## config.mk

```make
export PLATFORM = sky130hd
export DESIGN_NAME = uart_rx_byte
export DESIGN_NICKNAME = d
export VERILOG_FILES = /design/src/rtl/uart_rx_byte.sv
export SDC_FILE = /design/constraint.sdc
export NUM_CORES = 1
export LEC_CHECK = 0
export ABC_AREA = 1
export ABC_CLOCK_PERIOD_IN_PS = 1900
export CORE_ASPECT_RATIO = 1.4
export CORE_MARGIN = 2
export CORE_UTILIZATION = 50
export DETAILED_ROUTE_END_ITERATION = 10
export HOLD_SLACK_MARGIN = 0.05
export PLACE_DENSITY = 0.7
export SETUP_SLACK_MARGIN = 0.15
export SYNTH_ARGS = -nofsm -noshare
export SYNTH_HDL_FRONTEND = slang
export SYNTH_SLANG_ARGS = --single-unit
export TNS_END_PERCENT = 100
```

## constraint.sdc

```tcl
create_clock -name clk -period 1.9 [get_ports clk]
set_input_delay 0.57 -clock clk [delete_from_list [all_inputs] [get_ports clk]]
set_output_delay 0.57 -clock clk [all_outputs]
set_load 0.03 [all_outputs]
```

## src/rtl/uart_rx_byte.sv

```systemverilog
// UART receiver: 2-FF synchronised rx, start/data/odd-parity/stop framing,
// mid-bit sampling, valid/ready output with frame, parity and overrun pulses.
module uart_rx_byte #(
    parameter int BR         = 434,
    parameter int DATA_WIDTH = 8
) (
    input  logic                  clk,
    input  logic                  rst,
    input  logic                  rx,
    input  logic                  data_rdy,
    output logic [DATA_WIDTH-1:0] data,
    output logic                  data_vld,
    output logic                  parity_err,
    output logic                  frame_err,
    output logic                  overrun_err
);

    // state    | meaning
    // S_IDLE   | line idle, waiting for a falling edge on rx_s
    // S_START  | start bit; mid-bit high sample means glitch, back to idle
    // S_DATA   | DATA_WIDTH data bits, LSB first
    // S_PARITY | odd parity bit
    // S_STOP   | stop bit; frame is judged at its midpoint

    localparam int CW = $clog2(BR);
    localparam int BW = (DATA_WIDTH > 1) ? $clog2(DATA_WIDTH) : 1;
    localparam logic [CW-1:0] BR_HALF  = CW'(BR / 2);
    localparam logic [CW-1:0] BR_LAST  = CW'(BR - 1);
    localparam logic [BW-1:0] BIT_LAST = BW'(DATA_WIDTH - 1);

    typedef enum logic [2:0] {
        S_IDLE,
        S_START,
        S_DATA,
        S_PARITY,
        S_STOP
    } state_t;

    state_t                  state, state_nxt;
    logic                    rx_meta, rx_s, rx_s_d;
    logic [CW-1:0]           br_cnt, br_cnt_nxt;
    logic [BW-1:0]           bit_cnt, bit_cnt_nxt;
    logic [DATA_WIDTH-1:0]   shreg, shreg_nxt;
    logic                    p_bit, p_bit_nxt;
    logic [DATA_WIDTH-1:0]   data_nxt;
    logic                    data_vld_nxt;
    logic                    parity_err_nxt, frame_err_nxt, overrun_err_nxt;
    logic                    fall, sample, last;

    always_ff @(posedge clk or posedge rst) begin
        if (rst) begin
            rx_meta <= 1'b1;
            rx_s    <= 1'b1;
            rx_s_d  <= 1'b1;
        end else begin
            rx_meta <= rx;
            rx_s    <= rx_meta;
            rx_s_d  <= rx_s;
        end
    end

    assign fall   = rx_s_d & ~rx_s;
    assign sample = (br_cnt == BR_HALF);
    assign last   = (br_cnt == BR_LAST);

    always_ff @(posedge clk or posedge rst) begin
        if (rst) begin
            state       <= S_IDLE;
            br_cnt      <= '0;
            bit_cnt     <= '0;
            shreg       <= '0;
            p_bit       <= 1'b0;
            data        <= '0;
            data_vld    <= 1'b0;
            parity_err  <= 1'b0;
            frame_err   <= 1'b0;
            overrun_err <= 1'b0;
        end else begin
            state       <= state_nxt;
            br_cnt      <= br_cnt_nxt;
            bit_cnt     <= bit_cnt_nxt;
            shreg       <= shreg_nxt;
            p_bit       <= p_bit_nxt;
            data        <= data_nxt;
            data_vld    <= data_vld_nxt;
            parity_err  <= parity_err_nxt;
            frame_err   <= frame_err_nxt;
            overrun_err <= overrun_err_nxt;
        end
    end

    always_comb begin
        state_nxt       = state;
        br_cnt_nxt      = last ? '0 : br_cnt + 1'b1;
        bit_cnt_nxt     = bit_cnt;
        shreg_nxt       = shreg;
        p_bit_nxt       = p_bit;
        data_nxt        = data;
        data_vld_nxt    = data_vld & ~data_rdy;
        parity_err_nxt  = 1'b0;
        frame_err_nxt   = 1'b0;
        overrun_err_nxt = 1'b0;

        case (state)
            S_IDLE: begin
                br_cnt_nxt = '0;
                if (fall) state_nxt = S_START;
            end
            S_START: begin
                if (sample && rx_s) begin
                    state_nxt  = S_IDLE;
                    br_cnt_nxt = '0;
                end else if (last) begin
                    state_nxt   = S_DATA;
                    bit_cnt_nxt = '0;
                end
            end
            S_DATA: begin
                if (sample) shreg_nxt[bit_cnt] = rx_s;
                if (last) begin
                    if (bit_cnt == BIT_LAST) state_nxt = S_PARITY;
                    else bit_cnt_nxt = bit_cnt + 1'b1;
                end
            end
            S_PARITY: begin
                if (sample) p_bit_nxt = rx_s;
                if (last) state_nxt = S_STOP;
            end
            S_STOP: begin
                // Leaving at mid-stop leaves half a bit to catch the next start edge.
                if (sample) begin
                    state_nxt  = S_IDLE;
                    br_cnt_nxt = '0;
                    if (!rx_s) begin
                        frame_err_nxt = 1'b1;
                    end else if (p_bit != ~^shreg) begin
                        parity_err_nxt = 1'b1;
                    end else if (data_vld && !data_rdy) begin
                        overrun_err_nxt = 1'b1;
                    end else begin
                        data_nxt     = shreg;
                        data_vld_nxt = 1'b1;
                    end
                end
            end
            default: begin
                state_nxt  = S_IDLE;
                br_cnt_nxt = '0;
            end
        endcase
    end

endmodule

```

Yosys cells after proc, flatten, opt, wreduce, memory -nomap -nowiden. Cells that the tools add are included.

Order comparisons: 2. Equal/unequal tests: 17. Reductions and logical operators: 13. $add $sub $neg: 2. Mux-type cells: 37. Bitwise gates (word level): 6.

Operators by type and width (number): 3-bit 2-to-1 mux (11); 9-bit 2-to-1 mux (3); 9-bit one-hot mux with 3 select lines (1); 1-bit 2-to-1 mux (18); 2-bit inequality test (second input constant) (8); 3-bit one-hot mux with 5 select lines (1); 5-bit AND reduction (2); 9-bit by 1-bit adder with 9-bit output (second input constant) (1); 9-bit by 8-bit equality test with 1-bit output (second input constant) (1); 9-bit equality test (second input constant) (1); 8-bit bitwise mux (1); 8-bit XNOR reduction (1); 3-bit by 2-bit equality test with 1-bit output (second input constant) (2); 3-bit equality test (second input constant) (2); 3-bit one-hot mux with 2 select lines (1); 6-bit AND reduction (1); 3-bit by 4-bit less-than comparator with 1-bit output (second input constant) (1); 1-bit inverter (4); 2-bit AND reduction (2); 3-bit by 1-bit adder with 3-bit output (second input constant) (1); 1-bit demux with 3-bit select (1); 3-bit by 1-bit equality test with 1-bit output (second input constant) (1); 3-bit by 1-bit greater-or-equal comparator with 1-bit output (second input constant) (1); 1-bit logical AND (3); 7 further kinds (8).

Output and inout bits: 12. Input port bits: 4. Flip-flop bits (word level): 39. Word-level logic and storage cells: 90.

Longest topological paths before layout.
Depth in word-level cells: 7. Mapped depth: 11. Depth with buffers taken out: 11.

Worst setup path after synthesis. No wires, ideal clock.

Path type: register to register. From: register br_cnt[1]. To: register data[0]. Cell stages (with the launch flop): 10. Arrival time: 1.347 ns. Slack: 0.435 ns. Path buffers: 0. Required time: 1.782 ns. Clock period less this slack: 1.465 ns. Setup time: 0.118 ns. Cells stage by stage: dfrtp_1 > inv_1 > ha_1 > nand2_2 > nor2_8 > nand4_4 > nor2_8 > nand3_4 > nand2_1 > nand2_1.

Word-level cells in the longest chain between the ends: 2.

Ends and longest elaborated chain: start: declaration (line 41) `logic [CW-1:0] br_cnt, br_cnt_nxt;`; start signal: assignment (line 80) `br_cnt <= br_cnt_nxt;`; 9-bit by 8-bit equality test with 1-bit output (line 63) `assign sample = (br_cnt == BR_HALF);`; 5-bit AND reduction (no source line); end signal: assignment (line 84) `data <= data_nxt;`; end: declaration (line 11) `output logic [DATA_WIDTH-1:0] data,`.

No other way between the ends. A chain may end at the register's enable or synchronous reset.

Worst setup path after layout.
From: register br_cnt[1]. To: register br_cnt[1].

Word-level cells in the longest chain between the ends: 4. Elaborated cells between the ends (all ways): 8. Classes of those cells: add/sub: 1; eq/ne: 2; mux: 4; reduce/logical: 1.

Ends and longest elaborated chain: 9-bit by 1-bit adder with 9-bit output (tied with other cells) (line 94) `br_cnt_nxt = last ? '0 : br_cnt + 1'b1;`; 9-bit 2-to-1 mux or 1-bit logical AND (tied branches) (line 94, 110); 9-bit 2-to-1 mux, on equally long branches (line 131, 110); 9-bit one-hot mux with 3 select lines * (line 104) `case (state)`; via br_cnt_nxt[1] (line 41).

The timed path passes the listed nets; every way through them passes the cells marked *.

==> results.ini <==
[power]
total_power_mw = 2.33
p_per_area_nw_per_um2 = 942
peakVddDrop_v = 0.000737
p_leak_nw = 1.38

[outcome]
status = complete, no violations

[hold_path]
min_to = rx_s
worstHoldPathType = reg2reg
whs_path_depth = 0
hp-start = rx_meta

[clock_tree]
cts_tree = built
h-tree-depth = 2
clock-root-buffer = clkbuf_8
clk_latency_ps = 290
cts_made_buffers = 5
clockBufferDepth = 2
clkTransAtPathRegs_ps = 70
cts.sinks = 39
ctsHoldBuffers = 0

[floorplanning]
start_util = 0.514
die_area_sq_um = 4830
die_w_um = 59.3
core_sq_um = 4170
pin_count = 16
die_h_um = 81.4
row_count = 28

[synthesis]
synth_cell_type_count = 28
synthCells = 269
yosysSeqAreaShare = 0.457
yosysWarnings = 0
synth.cell_area_sq_um = 2140
syn_avg_cell_area_sq_um = 7.96
syn_nets = 277
ys_ff_latch = 39

[sta]
finalHoldViolations = 0
worst_slew_pin_slew_ps = 420
setup_violations = 0
max_slew_margin = 0.719
period_minus_slack_ps = 1630
achievable-frequency_mhz = 612
fin_setup_tns_ps = 0
period_share = 0.860
final.setup_skew_ps = 9.17
slew_violations = 0
rsz0062_at_grt = no

[route]
ant_nets = 0
wl_per_cell_um = 11.1
drc_errors = 0
drt_iter0_markers = 30
first_pass_iters = 4
viasPerCell = 4.91
num_vias = 1660
wl_um = 3760

[layout]
n_antenna_cell = 0
syn_to_final_growth_pct = 15.5
nFillCells = 394
nets = 300
drive_above_1_share = 0.160
final_core_util = 0.593

[worst_setup_path]
critical_path_class = reg2reg
crit_buf_inv = 2
end_kind = register
path_cells = inv_1 -> ha_2 -> nand2_4 -> nor2_8 -> nand3_1 -> nand2_1 -> a31o_1 -> buf_4 -> nor2_2
crit_family = simple AND/OR/NAND/NOR gates
cp_max_fo = 9
cp_slowest_cell = dfrtp_1
worstPathArrival_ps = 1810
r2r-end = br_cnt[1]
timing.rr.start = br_cnt[1]
start_kind = register
crit_cells = 9
required_ps = 2070
cpPeakStageDelay_ps = 400
rrSetupSlack_ps = 270
ff2ff_path_depth = 9

[global_routing]
grt_pass1_wl_um = 6780
grt_overflow_total = 0
grt_pass1_vias = 1588
antenna_found_initial = 0
grt_max_degree = 40
grt_usage = 0.184

[placement]
gp_congestion = 0.783
portBuffers = 15
hpwl_um = 2800

[run]
maxCapViolations = 0

==> placed cells by master (no fill, tap or decap), types with 3 or more instances in the layout <==
cell / count
clkbuf_8: 6
clkdlybuf4s50_1: 3
dfrtp_1: 36
dfstp_2: 3
dlygate4sd2_1: 12
ha_1: 3
inv_1: 42
nand2_1: 71
nand2_2: 9
nand3_1: 28
nor2_1: 20
nor2_2: 11
nor2_4: 3
nor3_1: 3
o21ai_0: 7
o21ai_1: 6
o31ai_1: 3
xnor2_1: 3
xor2_1: 4
==> metal layers <==
metal / up-vias / routed length (um) / GRT usage
met2: 21 / 2020 / 0.333
met1: 754 / 1550 / 0.206
met5: - / 0 / 0
li1: 877 / - / -
met4: 0 / 96 / 0.0705
met3: 8 / 93 / 0.0378
==> worst register-to-register path: cells and delay by family, from the launching register on <==
family          cells  cell delay, ps
compound gates      1             140
fa+ha+maj           1             200
buf+inv             2             260
flops               1             400
simple gates        5             530
==> report_power, final <==
group | switching, mW | total [mW] | internal [mW]
Clock | 0.280 | 0.573 | 0.293
Sequential | 0.0946 | 1.01 | 0.917
Combinational | 0.492 | 0.746 | 0.254
==> cells by family after synthesis <==
family                   synth area share
AO/OA/AOI/OAI                      0.0508
XOR/XNOR                           0.0286
adder cells (fa/ha/maj)            0.0234
buffers and inverters              0.0864
flip-flops                          0.457
AND/OR/NAND/NOR                     0.353
==> Yosys cell counts (all sizes together) <==
cell	n	area share
dfrtp	36	0.42
a21oi	1	0.0023
inv	44	0.077
nand2	82	0.16
o21ai	13	0.030
nor3	4	0.012
xor2	4	0.016
dfstp	3	0.037
ha	4	0.023
buf	2	0.0076
nor2	36	0.098
a31o	1	0.0041
clkinv	1	0.0018
nand4	1	0.0099
xnor2	3	0.012
o31ai	3	0.011
nand3	30	0.076
o211ai	1	0.0035
==> registers in the layout, summed over array words and instances (netlist names) <==
| name | cells |
|---|---|
| rx_s_d | 1 |
| data | 8 |
| bit_cnt | 3 |
| overrun_err | 1 |
| p_bit | 1 |
| br_cnt | 9 |
| data_vld | 1 |
| rx_s | 1 |
| parity_err | 1 |
| shreg | 8 |
| state | 3 |
| rx_meta | 1 |
| frame_err | 1 |
==> repair_timing <==
action | 4_1_cts | 5_1_grt
setup buffers | 0 | 0
pin swaps | 0 | 3
endpoints found under the setup margin | 12 | 11
resized for setup | 12 | 7
==> per-stage QoR <==
step                      hold slack, ps  area (sq um)  worst slack [ps]  std cells
final                                356          2470               265        338
after global routing                 363          2470               128        338
after CTS                            357          2440               223        338
after detailed placement             347          2370               144        330
after global placement               346          2370               149        330
after floorplan                      345          2140               435        269
==> cell type report <==
cell class	count	area (sq um)	area share
clock buffer	7	86.3	0.0349
multi-input combinational	183	1010	0.407
sequential	39	980	0.396
timing repair buffer	18	170	0.0688
clock inverter	1	5.00	0.00202
tap	45	56.3	0.0228
inverter	45	169	0.0683
==> worst max-delay path by stage <==
| stage | from | to | slack [ps] |
|---|---|---|---|
| finish | br_cnt[1] | br_cnt[1] | 270 |
| global route | br_cnt[1] | bit_cnt[2] | 130 |
| CTS | br_cnt[1] | bit_cnt[1] | 220 |
| detailed placement | data_rdy | data[0] | 140 |
| global placement | data_rdy | data[3] | 150 |
| floorplan | br_cnt[1] | data[0] | 440 |
Note: power is estimated with default switching activity, not from simulation.
